`src/rtl/hit_timestamp_fifo.sv`:
```
// Purpose  : tags rise/fall/conflict hits with the coarse counter and inserts rollover markers into a show-ahead FIFO.
// Latency  : a hit is written at its own edge and appears on oData/oValid one cycle later.
// Backpres : valid/ready read port; when full, hits are dropped (counted), but a rollover marker waits until there is room.
//
// Ports:
//   iClk, iRst          clock, async active-low reset
//   iEn                 capture enable; low freezes the counter and ignores hits
//   iRise, iFall        single-cycle edge pulses
//   oData, oValid       head entry {type[1:0], timestamp}, valid while non-empty
//   iRdEn               consumer ready; a pop occurs on oValid && iRdEn
//   oFull, oOvf         FIFO full, sticky "something was dropped"
//   oDropCnt            saturating count of dropped hits
module hit_timestamp_fifo #(
    parameter int CNT_W = 16,
    parameter int DEPTH = 16
) (
    input  logic             iClk,
    input  logic             iRst,
    input  logic             iEn,
    input  logic             iRise,
    input  logic             iFall,
    output logic [CNT_W+1:0] oData,
    output logic             oValid,
    input  logic             iRdEn,
    output logic             oFull,
    output logic             oOvf,
    output logic [7:0]       oDropCnt
);

    localparam int AW = $clog2(DEPTH);
    localparam int DW = CNT_W + 2;
    localparam logic [CNT_W-1:0] CNT_MAX  = {CNT_W{1'b1}};
    localparam logic [AW:0]      OCC_FULL = {1'b1, {AW{1'b0}}};

    logic [CNT_W-1:0] r_cnt;
    logic             r_roll_pend;
    logic [AW:0]      r_wr_ptr;
    logic [AW:0]      r_rd_ptr;
    logic [AW:0]      r_occ;
    logic             r_valid;
    logic             r_full;
    logic [DW-1:0]    r_dout;
    logic             r_ovf;
    logic [7:0]       r_drop_cnt;
    logic [DW-1:0]    r_mem [DEPTH];

    logic             w_hit;
    logic [1:0]       w_type;
    logic             w_mark_req;
    logic             w_pop;
    logic             w_space;
    logic             w_wr;
    logic             w_drop;
    logic             w_wrap;
    logic [DW-1:0]    w_wdata;
    logic [AW:0]      w_rd_ptr_nxt;
    logic [AW-1:0]    w_wr_addr;
    logic [AW-1:0]    w_rd_addr_nxt;
    logic [DW-1:0]    w_head_nxt;
    logic [AW:0]      w_occ_nxt;

    assign w_hit      = iEn & (iRise | iFall);
    // Both pulses together encode as 2'b00; otherwise {fall, rise} gives 01/10.
    assign w_type     = (iRise & iFall) ? 2'b00 : {iFall, iRise};
    // Marker only takes a hit-free enabled cycle; hits always win the write slot.
    assign w_mark_req = iEn & r_roll_pend & ~w_hit;
    assign w_pop      = r_valid & iRdEn;
    // A full FIFO still accepts a write when the same cycle pops.
    assign w_space    = ~r_full | w_pop;
    assign w_wr       = (w_hit | w_mark_req) & w_space;
    assign w_drop     = w_hit & ~w_space;
    assign w_wrap     = iEn & (r_cnt == CNT_MAX);
    assign w_wdata    = w_hit ? {w_type, r_cnt} : {2'b11, {CNT_W{1'b0}}};

    assign w_rd_ptr_nxt  = r_rd_ptr + {{AW{1'b0}}, w_pop};
    assign w_wr_addr     = r_wr_ptr[AW-1:0];
    assign w_rd_addr_nxt = w_rd_ptr_nxt[AW-1:0];
    // The write address only equals the next head address when the entry being
    // written becomes the head (FIFO empty after this cycle's pop), so bypass it.
    assign w_head_nxt    = (w_wr && (w_wr_addr == w_rd_addr_nxt)) ? w_wdata
                                                                  : r_mem[w_rd_addr_nxt];

    always_comb begin
        w_occ_nxt = r_occ;
        case ({w_wr, w_pop})
            2'b10:   w_occ_nxt = r_occ + {{AW{1'b0}}, 1'b1};
            2'b01:   w_occ_nxt = r_occ - {{AW{1'b0}}, 1'b1};
            default: w_occ_nxt = r_occ;
        endcase
    end

    // Storage has no reset: reset discards contents by clearing the pointers.
    always_ff @(posedge iClk) begin
        if (w_wr) begin
            r_mem[w_wr_addr] <= w_wdata;
        end
    end

    always_ff @(posedge iClk or negedge iRst) begin
        if (!iRst) begin
            r_cnt       <= '0;
            r_roll_pend <= 1'b0;
            r_wr_ptr    <= '0;
            r_rd_ptr    <= '0;
            r_occ       <= '0;
            r_valid     <= 1'b0;
            r_full      <= 1'b0;
            r_dout      <= '0;
            r_ovf       <= 1'b0;
            r_drop_cnt  <= '0;
        end else begin
            if (iEn) begin
                r_cnt <= r_cnt + {{(CNT_W-1){1'b0}}, 1'b1};
            end
            // A new wrap wins over clearing, so a wrap coinciding with the
            // marker write leaves a fresh marker pending.
            if (w_wrap) begin
                r_roll_pend <= 1'b1;
            end else if (w_mark_req && w_space) begin
                r_roll_pend <= 1'b0;
            end
            if (w_wr) begin
                r_wr_ptr <= r_wr_ptr + {{AW{1'b0}}, 1'b1};
            end
            r_rd_ptr <= w_rd_ptr_nxt;
            r_occ    <= w_occ_nxt;
            r_valid  <= (w_occ_nxt != '0);
            r_full   <= (w_occ_nxt == OCC_FULL);
            r_dout   <= w_head_nxt;
            if (w_drop) begin
                r_ovf <= 1'b1;
                if (r_drop_cnt != 8'hFF) begin
                    r_drop_cnt <= r_drop_cnt + 8'd1;
                end
            end
        end
    end

    assign oData    = r_dout;
    assign oValid   = r_valid;
    assign oFull    = r_full;
    assign oOvf     = r_ovf;
    assign oDropCnt = r_drop_cnt;

endmodule

```
`config.mk`:
```
export PLATFORM = sky130hd
export DESIGN_NAME = hit_timestamp_fifo
export DESIGN_NICKNAME = d
export VERILOG_FILES = /design/src/rtl/hit_timestamp_fifo.sv
export SDC_FILE = /design/constraint.sdc
export NUM_CORES = 1
export LEC_CHECK = 0
export BUFFER_PORTS_ARGS = -buffer_cell sky130_fd_sc_hd__buf_2
export CAP_MARGIN = 0
export CORE_ASPECT_RATIO = 1.25
export CORE_UTILIZATION = 35
export CTS_CLUSTER_SIZE = 14
export DETAILED_ROUTE_END_ITERATION = 16
export PLACE_DENSITY_LB_ADDON = 0.3
export RECOVER_POWER = 25
export SLEW_MARGIN = 20
export SYNTH_ARGS = -nofsm -noshare
export SYNTH_HDL_FRONTEND = slang
export SYNTH_SLANG_ARGS = --single-unit
```
`constraint.sdc`:
```
create_clock -name iClk -period 8.6 [get_ports iClk]
set_clock_uncertainty 0.15 [all_clocks]
set_input_delay 0.86 -clock iClk [delete_from_list [all_inputs] [get_ports iClk]]
set_output_delay 0.86 -clock iClk [all_outputs]
set_load 0.005 [all_outputs]
```
==> out/summary.txt <==
Run status = complete, but fails checks
Failing checks = capacitance limit, slew limit
Rel. slew slack = -1.32
Via count = 7,077
Initial cell density of the core = 0.355
Post-CTS Hold Buffers = 0
Period utilization = 0.594
Die Y = 225 um
Finish-stage setup viols = 0
Layout cell share with drive strength beyond 1 = 0.205
P_leak = 5.60 nW
Die ar. = 0.0405 mm2
Vias per inst = 5.17
Number of synthesized flops with an enable pin = 288
TNS Setup = 0 ns
Clock Path Buffers = 3
Worst setup startpoint = iRdEn
Synth cell types = 53
Placement Rows = 81
Final Hold Vio Count = 0
Share of the synthesized area in the top cell type = 0.623
Main synth FF type = edfxtp_1
Reg clk slew, reported paths = 0.06 ns
Number of synthesized register bits = 347
Crit path to = oData[17]$_DFF_PN0_
Core area = 0.0391 mm2
Post-layout min period = 5.10 ns
ANT cells = 0
GP Congestion = 0.718
Final count of pins violating max slew = 159
Syn. warnings = 0
Worst skew pair latency = 0.53 ns
Avg Cell Area, Syn = 17.5 um2
Ports = 35
Drt initial violations = 677
Post-synthesis sequential area ratio = 0.730
First-pass GRT wire length = 45,900 um
Post-route antenna net violation count = 0
Nets = 860
Worst R2R Setup Slack = 3.54 ns
RSZ-0062 raised after global routing = no
FMAX = 0.196 GHz
Area contributors post-synth = edfxtp_1, mux4_2, dfrtp_1, nand2_1, nand3_1
Worst-path fanout max = 40
Asr flop ratio synth = 0.170
Buffers on Ports = 34
H-tree depth = 2
Grt ovf = 0
Total Routing Usage GR = 0.154
Setup Buffers After CTS = 0
Worst r2r dst = oData[17]$_DFF_PN0_
Max Cap Viol = 4
Inserted Clock Buffers = 35
CP Data Required Time = 8.92 ns
Clk sinks = 347
Placed Cells = 1,304
Drt total wl = 30,600 um
Synth Instances = 791
Area Overhead vs Synth = 13.2%
Layout fillers = 3,522
Final Non-Filler Cells = 1,368
Reg2reg path depth = 9
Worst-Margin Slew = 3.48 ns
Post-DP HPWL = 17,300 um
Vias in the first global route = 7,214
Critical Path AT = 5.42 ns
CTS resizes = 0
Commonest non-fill, non-tap cell in the layout = edfxtp_1
Die X = 180 um
Crit Path Class = in -> reg
Root Driver = clkbuf_16
Worst hold path type = reg -> reg
Mapped cell area = 0.0139 mm2
PwrDens = 348 mW/mm2
Largest net degree at the start of global routing = 60
Reg-to-Reg Start = oValid$_DFF_PN0_
Startpoint Class = primary input
DRC viols = 0
Commonest non-fill, non-tap cells in the layout = edfxtp_1, nand2_1, mux4_2
Initial antenna violation count = 0
CTS tree = done
Detail-routed net length per standard cell = 22.4 um
Setup crit end kind = register
Leading area contributor after synthesis = edfxtp_1
Drt pass-1 iters = 5
VDD IR max = 0.237 mV
Post-Syn Nets = 808
## cells in the mapped netlist, drive strengths merged, types with 4 or more instances
master and n:
edfxtp 288, nand2 107, mux4 72, nand3 63, dfrtp 59, buf 27
inv 24, xnor2 23, o21ai 20, nor2 19, clkbuf 12, xor2 12
ha 11, nor3 8, nand4 7, a21oi 4
## state kept, by name, summed over array words and instances, names as in the netlist
name         flops
r_mem          288
oData           18
r_cnt           16
oDropCnt         8
r_occ            5
r_rd_ptr         4
r_wr_ptr         4
oFull            1
oOvf             1
oValid           1
r_roll_pend      1
## routing by layer
metal / up-vias / routed length (um) / GRT usage
met3: 55 / 1460 / 0.0207
li1: 3139 / - / -
met5: - / 0 / 0
met2: 197 / 15500 / 0.264
met4: 0 / 1060 / 0.0634
met1: 3686 / 12600 / 0.197
## final cells by class
cell class                      count  area (um2)  area share
Clock inverter                     23         176      0.0112
Multi-Input combinational cell    381        3480       0.222
Inverter                           24        90.1     0.00573
Tap cell                          498         623      0.0397
Timing Repair Buffer               54         293      0.0186
Sequential cell                   347       10100       0.644
Clock buffer                       41         920      0.0585
## through the flow
stage / util / total power [W] / worst slack (ns) / instance area, um2 / hold WS (ns)
floorplan: - / 0.00357 / 5.35 / 13900 / 0.308
global placement: 0.375 / 0.00405 / 4.15 / 14700 / 0.330
detailed placement: 0.375 / 0.00408 / 4.12 / 14700 / 0.331
CTS: 0.403 / 0.00554 / 4.68 / 15800 / 0.344
global route: 0.402 / 0.00575 / 2.90 / 15700 / 0.356
finish: 0.402 / 0.00546 / 3.50 / 15700 / 0.343
## critical path, cell delays in order
cell and delay (ns):
buf_2 0.10, nand2_1 0.11, inv_1 0.09, ha_1 2.00
buf_4 0.86, xor2_1 0.14, nor2_1 0.20, nand4_4 0.54
a21oi_1 0.31, a31o_1 0.13
## worst min path at each step
stage / start / endpoint / slack (ns) / cells after the start
3_3_place_gp: r_cnt[11]$_DFFE_PN0P_ / r_cnt[11]$_DFFE_PN0P_ / 0.33 / 1
2_1_floorplan: r_cnt[14]$_DFFE_PN0P_ / r_cnt[14]$_DFFE_PN0P_ / 0.31 / 1
6_report: r_cnt[5]$_DFFE_PN0P_ / r_cnt[5]$_DFFE_PN0P_ / 0.34 / 1
5_1_grt: r_cnt[5]$_DFFE_PN0P_ / r_cnt[5]$_DFFE_PN0P_ / 0.36 / 1
4_1_cts: r_cnt[11]$_DFFE_PN0P_ / r_cnt[11]$_DFFE_PN0P_ / 0.34 / 1
3_5_place_dp: r_cnt[5]$_DFFE_PN0P_ / r_cnt[5]$_DFFE_PN0P_ / 0.33 / 1
## power by group
group	internal (W)	switching, W	total [W]
clock network	0.000831	0.000630	0.00146
registers	0.00205	0.000135	0.00219
logic	0.000797	0.00102	0.00182
## cells by family after synthesis
group | share of synthesized area
compound gates | 0.0180
xor+xnor | 0.0262
fa+ha+maj | 0.00992
buf+inv | 0.0229
flops | 0.730
mux | 0.121
simple gates | 0.0725
(Power assumes the default switching activity.)
